`src/rtl/serial_subtractor.sv`:
```
// Bit-serial WIDTH-bit subtractor D = A - B, LSB first, one bit per clock.
// Operands load on an accepted start; D/Bout update only on the completion edge.
module serial_subtractor #(
    parameter int unsigned WIDTH = 8
) (
    input  logic             clk,
    input  logic             rst_n,
    input  logic             start,
    input  logic [WIDTH-1:0] A,
    input  logic [WIDTH-1:0] B,
    output logic             busy,
    output logic             done,
    output logic [WIDTH-1:0] D,
    output logic             Bout
);

    localparam int unsigned CW = $clog2(WIDTH);
    localparam logic [CW-1:0] LAST = CW'(WIDTH - 1);

    typedef enum logic [1:0] {IDLE, RUN, DONE} state_t;

    state_t           state_q, state_d;
    logic [WIDTH-1:0] a_q, a_d, b_q, b_d, res_q, res_d, d_q, d_d;
    logic [CW-1:0]    cnt_q, cnt_d;
    logic             bor_q, bor_d, bout_q, bout_d, busy_q, busy_d, done_q, done_d;
    logic             diff, bor_nx;

    assign diff   = a_q[0] ^ b_q[0] ^ bor_q;
    assign bor_nx = (~a_q[0] & b_q[0]) | (~(a_q[0] ^ b_q[0]) & bor_q);

    always_comb begin
        state_d = state_q;
        a_d     = a_q;
        b_d     = b_q;
        res_d   = res_q;
        cnt_d   = cnt_q;
        bor_d   = bor_q;
        d_d     = d_q;
        bout_d  = bout_q;
        busy_d  = busy_q;
        done_d  = 1'b0;
        case (state_q)
            IDLE, DONE: begin
                if (start) begin
                    a_d     = A;
                    b_d     = B;
                    res_d   = '0;
                    cnt_d   = '0;
                    bor_d   = 1'b0;
                    busy_d  = 1'b1;
                    state_d = RUN;
                end else begin
                    state_d = IDLE;
                end
            end
            RUN: begin
                a_d   = a_q >> 1;
                b_d   = b_q >> 1;
                res_d = {diff, res_q[WIDTH-1:1]};
                bor_d = bor_nx;
                cnt_d = cnt_q + CW'(1);
                // Last bit: publish the completed word straight from the shift path.
                if (cnt_q == LAST) begin
                    d_d     = {diff, res_q[WIDTH-1:1]};
                    bout_d  = bor_nx;
                    done_d  = 1'b1;
                    busy_d  = 1'b0;
                    state_d = DONE;
                end
            end
            default: state_d = IDLE;
        endcase
    end

    always_ff @(posedge clk or negedge rst_n) begin
        if (!rst_n) begin
            state_q <= IDLE;
            a_q     <= '0;
            b_q     <= '0;
            res_q   <= '0;
            cnt_q   <= '0;
            bor_q   <= 1'b0;
            d_q     <= '0;
            bout_q  <= 1'b0;
            busy_q  <= 1'b0;
            done_q  <= 1'b0;
        end else begin
            state_q <= state_d;
            a_q     <= a_d;
            b_q     <= b_d;
            res_q   <= res_d;
            cnt_q   <= cnt_d;
            bor_q   <= bor_d;
            d_q     <= d_d;
            bout_q  <= bout_d;
            busy_q  <= busy_d;
            done_q  <= done_d;
        end
    end

    assign busy = busy_q;
    assign done = done_q;
    assign D    = d_q;
    assign Bout = bout_q;

endmodule

```
`config.mk`:
```
export PLATFORM = sky130hd
export DESIGN_NAME = serial_subtractor
export DESIGN_NICKNAME = d
export VERILOG_FILES = /design/src/rtl/serial_subtractor.sv
export SDC_FILE = /design/constraint.sdc
export NUM_CORES = 1
export LEC_CHECK = 0
export CAP_MARGIN = 10
export CORE_UTILIZATION = 45
export CTS_CLUSTER_DIAMETER = 50
export DETAILED_ROUTE_END_ITERATION = 10
export PLACE_DENSITY = 0.68
export RECOVER_POWER = 25
export SYNTH_ARGS = -nofsm -noshare
export SYNTH_HDL_FRONTEND = slang
export SYNTH_SLANG_ARGS = --single-unit
```
`constraint.sdc`:
```
create_clock -name clk -period 1.7 [get_ports clk]
set_clock_uncertainty 0.05 [all_clocks]
set_input_delay 0.34 -clock clk [delete_from_list [all_inputs] [get_ports clk]]
set_output_delay 0.34 -clock clk [all_outputs]
set_load 0.05 [all_outputs]
```
======== Word-level counts from Yosys, hierarchy flattened ========
Cells that the tools add are included.
operators by class
  add/sub/neg operators ................... 1
  eq/ne operators ......................... 5
  mux-type cells .......................... 18
  bitwise gates (word level) .............. 7
  reductions and logical operators ........ 6
operator list
  kind                                                              count
  8-bit case mux with 2 select lines                                3
  8-bit two-way mux                                                 3
  1-bit two-way mux                                                 6
  3-bit case mux with 2 select lines                                1
  2-bit inequality test (second input constant)                     2
  1-bit case mux with 2 select lines                                2
  2-bit case mux with 2 select lines                                1
  2-bit AND reduction                                               2
  3-bit by 1-bit adder with 3-bit output (second input constant)    1
  3-bit == test (second input constant)                             1
  3-bit two-way mux                                                 1
  3-bit AND reduction                                               1
  1-bit bitwise AND                                                 2
  2-bit by 1-bit == test with 1-bit output (second input constant)  1
  2-bit == test (second input constant)                             1
  2-bit logical NOT                                                 1
  2-bit two-way mux                                                 1
  1-bit NOT                                                         2
  2-bit nonzero test                                                1
  2-bit OR reduction                                                1
  1-bit XOR                                                         2
  1-bit bitwise OR                                                  1
word-level totals
  register bits ........................... 41
  output and inout port bits .............. 11
  word-level logic and storage cells ...... 47

======== Depth between registers and ports, before layout ========
Gate-level depths: netlist of the first run.
  depth in word-level cells ............... 5
  depth in mapped cells ................... 5

======== Worst setup path after synthesis of the first run ========
No wires, ideal clock.
  kind .................................... register -> register
  start ................................... register a_q[0]
  end ..................................... register res_q[7]
  library setup time ...................... 121 ps
  data arrival time ....................... 1344 ps
  setup slack ............................. 185 ps
  cell stages (with the launch flop) ...... 4
  clock period less this slack ............ 1515 ps
  cell sequence ........................... dfrtp_1 > fa_1 > mux2_2 > a22o_1
on the way
  word-level cells in the longest chain between the ends .. 3
ends and longest elaborated chain
  what                                line  source
  from (decl)                         23    logic [WIDTH-1:0] a_q, a_d, b_q, b_d, res_q, res_d, d_q, d_d;
  from (signal assigned)              78    a_q <= '0;
  from (signal assigned)              89    a_q <= a_d;
  1-bit XOR (2 in series)             28    assign diff = a_q[0] ^ b_q[0] ^ bor_q;
  named net diff                      26    logic diff, bor_nx;
  8-bit case mux with 2 select lines  42    case (state_q)
  to (signal assigned)                91    res_q <= res_d;
  to (decl)                           23
The timed path passes the listed nets, and every way through them passes these cells.
A chain may end at the register's enable or synchronous reset.

======== Final worst setup path of the first run ========
  start ................................... register cnt_q[0]
  end ..................................... register d_q[0] (netlist: D[0])
on the way
  word-level cells in the longest chain between the ends .. 2
ends and longest elaborated chain
  what                                  line  source
  from (decl)                           24    logic [CW-1:0] cnt_q, cnt_d;
  from (signal assigned)                92    cnt_q <= cnt_d;
  3-bit == test                         63    if (cnt_q == LAST) begin
  2-bit AND reduction (no source line)  -
  to (signal assigned)                  83    d_q <= '0;
  to (signal assigned)                  94    d_q <= d_d;
  to (decl)                             23
Every way passes these cells.

==> results.json, run 1 <==
{
  "dominantRegCellSynth": "dfrtp_1",
  "die_h_um": 69.2,
  "synth-seq-cells": 40,
  "setup_viol": 0,
  "grt.total_usage": 0.170,
  "timing.final.crit_share": 0.937,
  "grt_setup_unrepaired": "false",
  "cp_slowest_cell": "dfrtp_1",
  "holdBufCountCts": 0,
  "post-route-util": 0.576,
  "io_pins": 30,
  "hold_violations": 0,
  "grt_use_met3": 0.0465,
  "cts_buffer_depth": 2,
  "clkTransAtPathRegs_ns": 0.08,
  "die_x_um": 69.2,
  "rr_worst_depth": 4,
  "globalplace.congestion": 0.745,
  "seqCellArea_um2": 1000,
  "grt_antenna_before_repair": 0,
  "layout_min_cycle_time_ns": 1.59,
  "critPathKind": "reg -> reg",
  "ys_warn_count": 0,
  "cp_common_cell": "ha_1",
  "cp_cell_sequence": "ha_1 > ha_1 > nand3b_4 > mux2_2",
  "cp_num_cells": 4,
  "crit_path_max_fanout": 11,
  "final_layout_size_suffix_gt1_frac": 0.218,
  "fillCellCount": 357,
  "critPathTopFamily": "adder cells",
  "slowest_delay_ns": 0.41,
  "vias_per_cell": 5.25,
  "p_leak_nw": 1.27,
  "post-dp-hpwl_um": 2520,
  "worstPathRequired_ns": 1.83,
  "status": "completed",
  "seq_area_frac_synth": 0.493,
  "die_area_um2": 4790,
  "min_path_type": "in -> async",
  "start_util": 0.467,
  "diodes": 0,
  "cts_made_buffers": 5,
  "cts_tree": "built",
  "grt_max_degree": 41,
  "drcViolationCount": 0,
  "portBuffers": 29,
  "fin_tns_setup_ns": 0,
  "clk_latency_ns": 0.30,
  "power.density_nw_per_um2": 1820,
  "drt_wl_total_um": 3590,
  "gr-total-overflow": 0,
  "cp-start-kind": "flop",
  "clock-root-buffer": "clkbuf_8",
  "postSynthAreaPerCell_um2": 13.5,
  "p_total_w": 0.00458,
  "slew_headroom": 0.345,
  "htreeDepth": 2,
  "postSynth.asyncResetShare": 1.00,
  "synth_fp_nets": 173,
  "path_buf_inv": 0,
  "cp-end-kind": "flop",
  "synthCells": 151,
  "row_count": 24,
  "synth_edf_count": 0,
  "drt_first_pass_iters": 4,
  "ir_worst_vdd_v": 0.000723,
  "use_met1": 0.228,
  "wl_per_cell_um": 15.0,
  "multiInputGateArea_um2": 925,
  "core_area_um2": 4350,
  "globalRouteMet2Util": 0.268,
  "yosysUniqueCellTypes": 25,
  "syn_area_um2": 2030,
  "cts_sinks": 40,
  "routed-via-count": 1259,
  "grt_pass1_wl_um": 6460,
  "cp.arrival_ns": 1.72,
  "post-cts-setup-buffer-count": 0,
  "max_cap_violations": 0,
  "busiest_layer": "met2",
  "drtIter0Drc": 57,
  "area_growth_pct": 23.5,
  "grt_pass1_vias": 1329,
  "final_antenna_net_count": 0,
  "slew_viol_final": 0,
  "post_cts_resized": 0,
  "fmax_mhz": 627,
  "finalNetCount": 209,
  "tightest_slew_ns": 0.983
}
placed cells by master (no fill, tap or decap):
cell type | netlist | layout
a21o_1 | 2 | 2
a22o_1 | 7 | 7
a32o_1 | 1 | 1
buf_2 | 4 | 1
buf_4 | 3 | 20
bufinv_16 | 0 | 3
clkbuf_2 | 0 | 1
clkbuf_8 | 0 | 5
clkdlybuf4s50_1 | 0 | 17
dfrtp_1 | 40 | 40
fa_1 | 1 | 1
ha_1 | 2 | 2
inv_1 | 8 | 8
mux2_1 | 6 | 6
mux2_2 | 2 | 2
mux2_4 | 7 | 7
mux2i_1 | 47 | 47
nand2b_1 | 3 | 3
nand3_1 | 2 | 2
nand3b_1 | 1 | 1
nand3b_4 | 1 | 1
nor2_2 | 1 | 1
nor2b_1 | 3 | 3
nor3b_1 | 1 | 1
o21ai_0 | 3 | 3
o21bai_1 | 1 | 1
o31ai_1 | 1 | 1
xnor2_1 | 1 | 1
cells by family after synthesis:
family / after synthesis / synth area share
adders and majority gates: 3 / 0.0222
AOI/OAI and AO/OA: 15 / 0.0573
xor gates and xnor gates: 1 / 0.00431
DFF: 40 / 0.493
muxes: 62 / 0.328
buffers and inverters: 18 / 0.0523
and+or+nand+nor: 12 / 0.0437
registers in the layout, summed over array words and instances, names as in the netlist:
| name | cells |
|---|---|
| done | 1 |
| Bout | 1 |
| busy | 1 |
| b_q | 8 |
| res_q | 7 |
| a_q | 8 |
| cnt_q | 3 |
| D | 8 |
| state_q | 2 |
| bor_q | 1 |
metal layers:
metal / vias up / share of wire
met5: - / 0
met4: 0 / 0.014
met3: 6 / 0.036
met2: 26 / 0.47
met1: 622 / 0.48
li1: 605 / -
cell type report:
class | instances | area share
sequential | 40 | 0.399
multi-input combinational | 93 | 0.368
clock inverter | 3 | 0.0359
clock buffer | 5 | 0.0274
inverter | 8 | 0.0120
timing repair buffer | 39 | 0.132
tap | 52 | 0.0259
worst reg2reg max path, stage by stage, from the launching register on:
cell	delay, ns
dfrtp_1	0.41
ha_1	0.22
ha_1	0.23
nand3b_4	0.21
mux2_2	0.36
metrics by stage:
step	cells	hold WS [ns]	cell area, µm²	setup slack [ns]
CTS	240	0.0611	2510	0.0889
global placement	232	0.376	2350	0.125
floorplan	151	-0.00559	2030	0.185
finish	240	0.222	2510	0.106
detailed placement	232	0.385	2350	0.102
global route	240	0.334	2510	0.0413
power by group:
| group | internal [W] | leakage (nW) | switching [W] |
|---|---|---|---|
| logic | 0.000884 | 0.678 | 0.000944 |
| clock network | 0.000734 | 0.0784 | 0.000345 |
| registers | 0.00135 | 0.510 | 0.000322 |
| total | 0.00297 | 1.27 | 0.00161 |
path summary, 6_finish.rpt:
| kind | start | slack, ns | to |
|---|---|---|---|
| min in group clk | bor_q$_DFFE_PN0P_ | 0.47 | bor_q$_DFFE_PN0P_ |
| hold reg to reg | bor_q$_DFFE_PN0P_ | 0.47 | bor_q$_DFFE_PN0P_ |
| setup / recovery | cnt_q[0]$_DFFE_PN0P_ | 0.11 | D[0]$_DFFE_PN0P_ |
| hold / removal | rst_n | 0.22 | done$_DFF_PN0_ |
| setup reg to reg | cnt_q[0]$_DFFE_PN0P_ | 0.11 | D[0]$_DFFE_PN0P_ |
| max in group asynchronous | rst_n | 0.77 | cnt_q[2]$_DFFE_PN0P_ |
Yosys cell counts, types with 3 or more instances:
cell,number,share of area
mux2i_1,47,0.23
dfrtp_1,40,0.49
inv_1,8,0.015
a22o_1,7,0.030
mux2_4,7,0.052
mux2_1,6,0.033
buf_2,4,0.0099
buf_4,3,0.011
buf_6,3,0.017
nand2b_1,3,0.0092
nor2b_1,3,0.0092
o21ai_0,3,0.0074
Power figures use the tool's default switching activity.
==> run 2: changes to the inputs <==
- REMOVE_ABC_BUFFERS: default -> 1
==> results.json, run 2 (synthesized netlist as in run 1, its figures left out) <==
{
  "post-dp-hpwl_um": 2560,
  "status": "completed",
  "vias_per_cell": 5.28,
  "setup_viol": 0,
  "cp.arrival_ns": 1.72,
  "die_x_um": 69.2,
  "grt_antenna_before_repair": 0,
  "fmax_mhz": 631,
  "min_path_type": "reg -> reg",
  "final_layout_size_suffix_gt1_frac": 0.204,
  "fin_tns_setup_ns": 0,
  "worstPathRequired_ns": 1.84,
  "slew_headroom": 0.621,
  "cts_made_buffers": 5,
  "post-cts-setup-buffer-count": 0,
  "r2r-end": "res_q[7]$_DFFE_PN0P_",
  "grt_setup_unrepaired": "false",
  "rr_worst_depth": 4,
  "clock-root-buffer": "clkbuf_8",
  "crit_path_max_fanout": 3,
  "wl_per_cell_um": 15.2,
  "grt_pass1_wl_um": 6270,
  "gr-total-overflow": 0,
  "cts_sinks": 40,
  "drt_wl_total_um": 3620,
  "netSwitchingFraction": 0.387,
  "io_pins": 30,
  "grt.total_usage": 0.165,
  "diodes": 0,
  "layout_min_cycle_time_ns": 1.58,
  "final_cells": 238,
  "whs_ns": 0.461,
  "placed_cell_area_um2": 2360,
  "net-switching-power_w": 0.00161,
  "start_util": 0.467,
  "grt_pass1_vias": 1369,
  "cp-end-kind": "flop",
  "p_seq_frac": 0.404,
  "critPathKind": "reg -> reg",
  "setup_ws_ns": 0.116,
  "cts_buffer_depth": 2,
  "hold_violations": 0,
  "r2r_slack_ns": 0.12,
  "crit_start": "b_q[0]$_DFFE_PN0P_",
  "tightest_slew_ns": 0.569,
  "slowest_delay_ns": 0.44,
  "timing.final.crit_share": 0.932,
  "cp-start-kind": "flop",
  "globalplace.congestion": 0.721,
  "row_count": 24,
  "ir_worst_vdd_v": 0.000658,
  "power.density_nw_per_um2": 1690,
  "p_leak_nw": 1.23,
  "die_h_um": 69.2,
  "drt_first_pass_iters": 2,
  "internal_power_w": 0.00256,
  "combPwrFrac": 0.434,
  "pre_cts_ws_ns": 0.101,
  "finalNetCount": 207,
  "clockPowerShare": 0.161,
  "routed-via-count": 1256,
  "clk_latency_ns": 0.29,
  "dp_cells": 229,
  "cp_cell_sequence": "inv_1 > fa_1 > mux2_2 > a22o_1",
  "mostFrequentLayoutCells": "47 x mux2i_1, 40 x dfrtp_1, 17 x clkdlybuf4s50_1",
  "cts_tree": "built",
  "drcViolationCount": 0,
  "design_area_um2": 2460,
  "clkTransAtPathRegs_ns": 0.08,
  "grt_max_degree": 22,
  "portBuffers": 29,
  "slew_viol_final": 0,
  "reg2reg_from": "b_q[0]$_DFFE_PN0P_",
  "area_growth_pct": 21.2,
  "mostFrequentLayoutCell": "mux2i_1",
  "htreeDepth": 2,
  "crit_end": "res_q[7]$_DFFE_PN0P_",
  "core_area_um2": 4350,
  "max_cap_violations": 0,
  "cp_slowest_cell": "fa_1",
  "die_area_um2": 4790,
  "drtIter0Drc": 78,
  "final_antenna_net_count": 0
}
[run 2: critical path, delay by kind of cell, from the launching register on]
kind	cells	cell delay, ns
mux	1	0.28
buf+inv	1	0.08
compound gates	1	0.22
fa+ha+maj	1	0.44
flops	1	0.41
[run 2: stage by stage]
step | utilization | total power, W
finish | 0.566 | 0.00417
global route | 0.566 | 0.00443
CTS | 0.566 | 0.00423
detailed placement | 0.541 | 0.00354
global placement | 0.541 | 0.00345
floorplan | - | 0.00298
[run 2: power groups by stage]
| stage | combinational (W) | sequential, W | clock, W |
|---|---|---|---|
| after CTS | 0.00184 | 0.00169 | 0.000694 |
| after global routing | 0.00195 | 0.00175 | 0.000734 |
| after detailed placement | 0.00184 | 0.00170 | 0 |
| after global placement | 0.00177 | 0.00168 | 0 |
| final | 0.00181 | 0.00169 | 0.000673 |
| after floorplan | 0.000912 | 0.00206 | 0 |
[run 2: per-layer routing]
| layer | share of wire | vias up | global-route usage |
|---|---|---|---|
| li1 | - | 601 | - |
| met1 | 0.45 | 619 | 0.202 |
| met2 | 0.50 | 29 | 0.274 |
| met3 | 0.032 | 7 | 0.0422 |
| met4 | 0.014 | 0 | 0.0771 |
| met5 | 0 | - | 0 |
[run 2: how the worst min path moves through the flow]
| stage | start | endpoint | slack (ns) | depth (start not counted) |
|---|---|---|---|---|
| 2_1_floorplan | rst_n | Bout$_DFFE_PN0P_ | -0.006 | 0 |
| 3_3_place_gp | rst_n | D[2]$_DFFE_PN0P_ | 0.30 | 1 |
| 3_5_place_dp | rst_n | D[1]$_DFFE_PN0P_ | 0.30 | 1 |
| 4_1_cts | D[0]$_DFFE_PN0P_ | D[0]$_DFFE_PN0P_ | 0.47 | 1 |
| 5_1_grt | D[3]$_DFFE_PN0P_ | D[3]$_DFFE_PN0P_ | 0.49 | 1 |
| 6_report | D[0]$_DFFE_PN0P_ | D[0]$_DFFE_PN0P_ | 0.46 | 1 |
[run 2: final cells by class]
| type | count | area (µm²) |
|---|---|---|
| Multi-Input combinational cell | 93 | 925 |
| Tap cell | 52 | 65.1 |
| Sequential cell | 40 | 1000 |
| Inverter | 8 | 30.0 |
| Timing Repair Buffer | 37 | 345 |
| Fill cell | 337 | 1890 |
| Clock inverter | 2 | 15.0 |
| Clock buffer | 6 | 82.6 |
[run 2: timing repair]
| action | CTS | global route |
|---|---|---|
| gates resized for setup | 0 | 0 |
| setup endpoints to repair | 0 | 0 |
| hold endpoints to repair | 20 | 0 |
| hold buffers | 1 | 0 |
==> run 3: changes to the inputs <==
- GPL_TIMING_DRIVEN: default -> 1
- clock period: 1.7 -> 1.6 ns (I/O delays scaled with it)
==> results.json, run 3 (synthesized netlist as in run 1, its figures left out) <==
{
  "final_layout_size_suffix_gt1_frac": 0.253,
  "layout_min_cycle_time_ns": 1.55,
  "cp-start-kind": "flop",
  "grt.total_usage": 0.159,
  "setup_viol": 0,
  "drt_wl_total_um": 3620,
  "ir_worst_vdd_v": 0.000617,
  "critPathTopFamily": "adder cells",
  "max_cap_violations": 0,
  "timing.final.crit_share": 0.966,
  "cts_sinks": 40,
  "drcViolationCount": 0,
  "vias_per_cell": 5.34,
  "grt_antenna_before_repair": 0,
  "dp_cells": 234,
  "power.density_nw_per_um2": 1830,
  "grt_max_degree": 41,
  "core_area_um2": 4350,
  "cp_cell_sequence": "fa_1 > mux2_2 > a22o_1",
  "r2r-end": "res_q[7]$_DFFE_PN0P_",
  "grt_pass1_vias": 1370,
  "pre_cts_ws_ns": 0.00223,
  "post-dp-hpwl_um": 2540,
  "cts_buffer_depth": 2,
  "cts_tree": "built",
  "finalNetCount": 215,
  "p_leak_nw": 1.30,
  "htreeDepth": 2,
  "slew_headroom": 0.344,
  "routed-via-count": 1314,
  "min_path_type": "in -> async",
  "die_x_um": 69.2,
  "reg2reg_from": "a_q[0]$_DFFE_PN0P_",
  "diodes": 0,
  "slew_viol_final": 0,
  "mostFrequentLayoutCells": "47 x mux2i_1, 40 x dfrtp_1, 17 x clkdlybuf4s50_1",
  "crit_path_max_fanout": 2,
  "r2r_slack_ns": 0.05,
  "clk_latency_ns": 0.28,
  "globalplace.congestion": 0.704,
  "holdBufCountCts": 0,
  "clockPowerShare": 0.142,
  "final_cells": 246,
  "grt_setup_unrepaired": "false",
  "clkTransAtPathRegs_ns": 0.08,
  "gr-total-overflow": 0,
  "net-switching-power_w": 0.00176,
  "slowest_delay_ns": 0.49,
  "critPathKind": "reg -> reg",
  "grt_pass1_wl_um": 6230,
  "portBuffers": 29,
  "cts_made_buffers": 5,
  "cp_num_cells": 3,
  "rr_worst_depth": 3,
  "final_antenna_net_count": 0,
  "fmax_mhz": 647,
  "tightest_slew_ns": 0.985,
  "start_util": 0.467,
  "p_seq_frac": 0.381,
  "hold_violations": 0,
  "path_buf_inv": 0,
  "clock-root-buffer": "clkbuf_8",
  "combPwrFrac": 0.478,
  "drt_first_pass_iters": 4,
  "mostFrequentLayoutCell": "mux2i_1",
  "internal_power_w": 0.00306,
  "cp-end-kind": "flop",
  "row_count": 24,
  "netSwitchingFraction": 0.365,
  "wl_per_cell_um": 14.7,
  "cp.arrival_ns": 1.68,
  "io_pins": 30,
  "worstPathRequired_ns": 1.73,
  "area_growth_pct": 29.6,
  "cp_slowest_cell": "fa_1",
  "drtIter0Drc": 36,
  "die_area_um2": 4790,
  "setup_ws_ns": 0.0537,
  "status": "completed",
  "die_h_um": 69.2
}
-- run 3: changes by cell type in the layout (fill, tap and decap cells not counted), moves of 2 or more --
cell / before / now
clkinvlp_4: 2 / 0
buf_12: 2 / 11
clkinv_2: 0 / 2
buf_4: 16 / 14
-- run 3: how the worst max path moves through the flow --
stage	slack, ns	to	from
global placement	0.04	res_q[7]$_DFFE_PN0P_	a_q[0]$_DFFE_PN0P_
floorplan	-0.33	D[0]$_DFFE_PN0P_	state_q[1]$_DFFE_PN0P_
CTS	0.003	res_q[7]$_DFFE_PN0P_	a_q[0]$_DFFE_PN0P_
finish	0.05	res_q[7]$_DFFE_PN0P_	a_q[0]$_DFFE_PN0P_
detailed placement	0.002	b_q[7]$_DFFE_PN0P_	start
global route	0.02	res_q[7]$_DFFE_PN0P_	b_q[0]$_DFFE_PN0P_
-- run 3: per-layer routing --
| metal | GRT usage | part of all wire | routed length [µm] |
|---|---|---|---|
| met3 | 0.0392 | 0.047 | 169 |
| met2 | 0.278 | 0.51 | 1840 |
| met4 | 0.0340 | 0.0047 | 17 |
| met5 | 0 | 0 | 0 |
| met1 | 0.199 | 0.44 | 1590 |
-- run 3: repair_timing --
action	CTS	global route
cloned	0	1
buffers inserted	1	2
pin swaps	0	1
gates resized for setup	0	2
endpoints found under the setup margin	1	9
-- run 3: cell type report --
type / instances / area, µm²
clock inverter: 2 / 10.0
timing repair buffer: 44 / 505
tap: 52 / 65.1
sequential: 40 / 1000
clock buffer: 6 / 82.6
multi-input combinational: 94 / 938
fill: 351 / 1720
inverter: 8 / 30.0
-- run 3: worst register-to-register path: stages, from the launching register on --
cell,delay (ns)
dfrtp_1,0.41
fa_1,0.49
mux2_2,0.27
a22o_1,0.22
-- run 3: metrics by stage --
| step | hold WS (ns) | area (µm²) | total power [W] | TNS [ns] | util |
|---|---|---|---|---|---|
| floorplan | -0.0256 | 1960 | 0.00316 | -3.55 | - |
| global placement | 0.354 | 2510 | 0.00398 | 0 | 0.576 |
| detailed placement | 0.373 | 2510 | 0.00410 | 0 | 0.576 |
| CTS | 0.0644 | 2610 | 0.00480 | 0 | 0.599 |
| global route | 0.306 | 2630 | 0.00514 | 0 | 0.605 |
| finish | 0.222 | 2630 | 0.00483 | 0 | 0.605 |
-- run 3: power groups by stage --
stage	Sequential [W]	Clock (W)	Combinational (W)
CTS	0.00184	0.000708	0.00226
finish	0.00184	0.000683	0.00231
floorplan	0.00219	0	0.000969
detailed placement	0.00186	0	0.00224
global route	0.00190	0.000740	0.00249
global placement	0.00183	0	0.00215
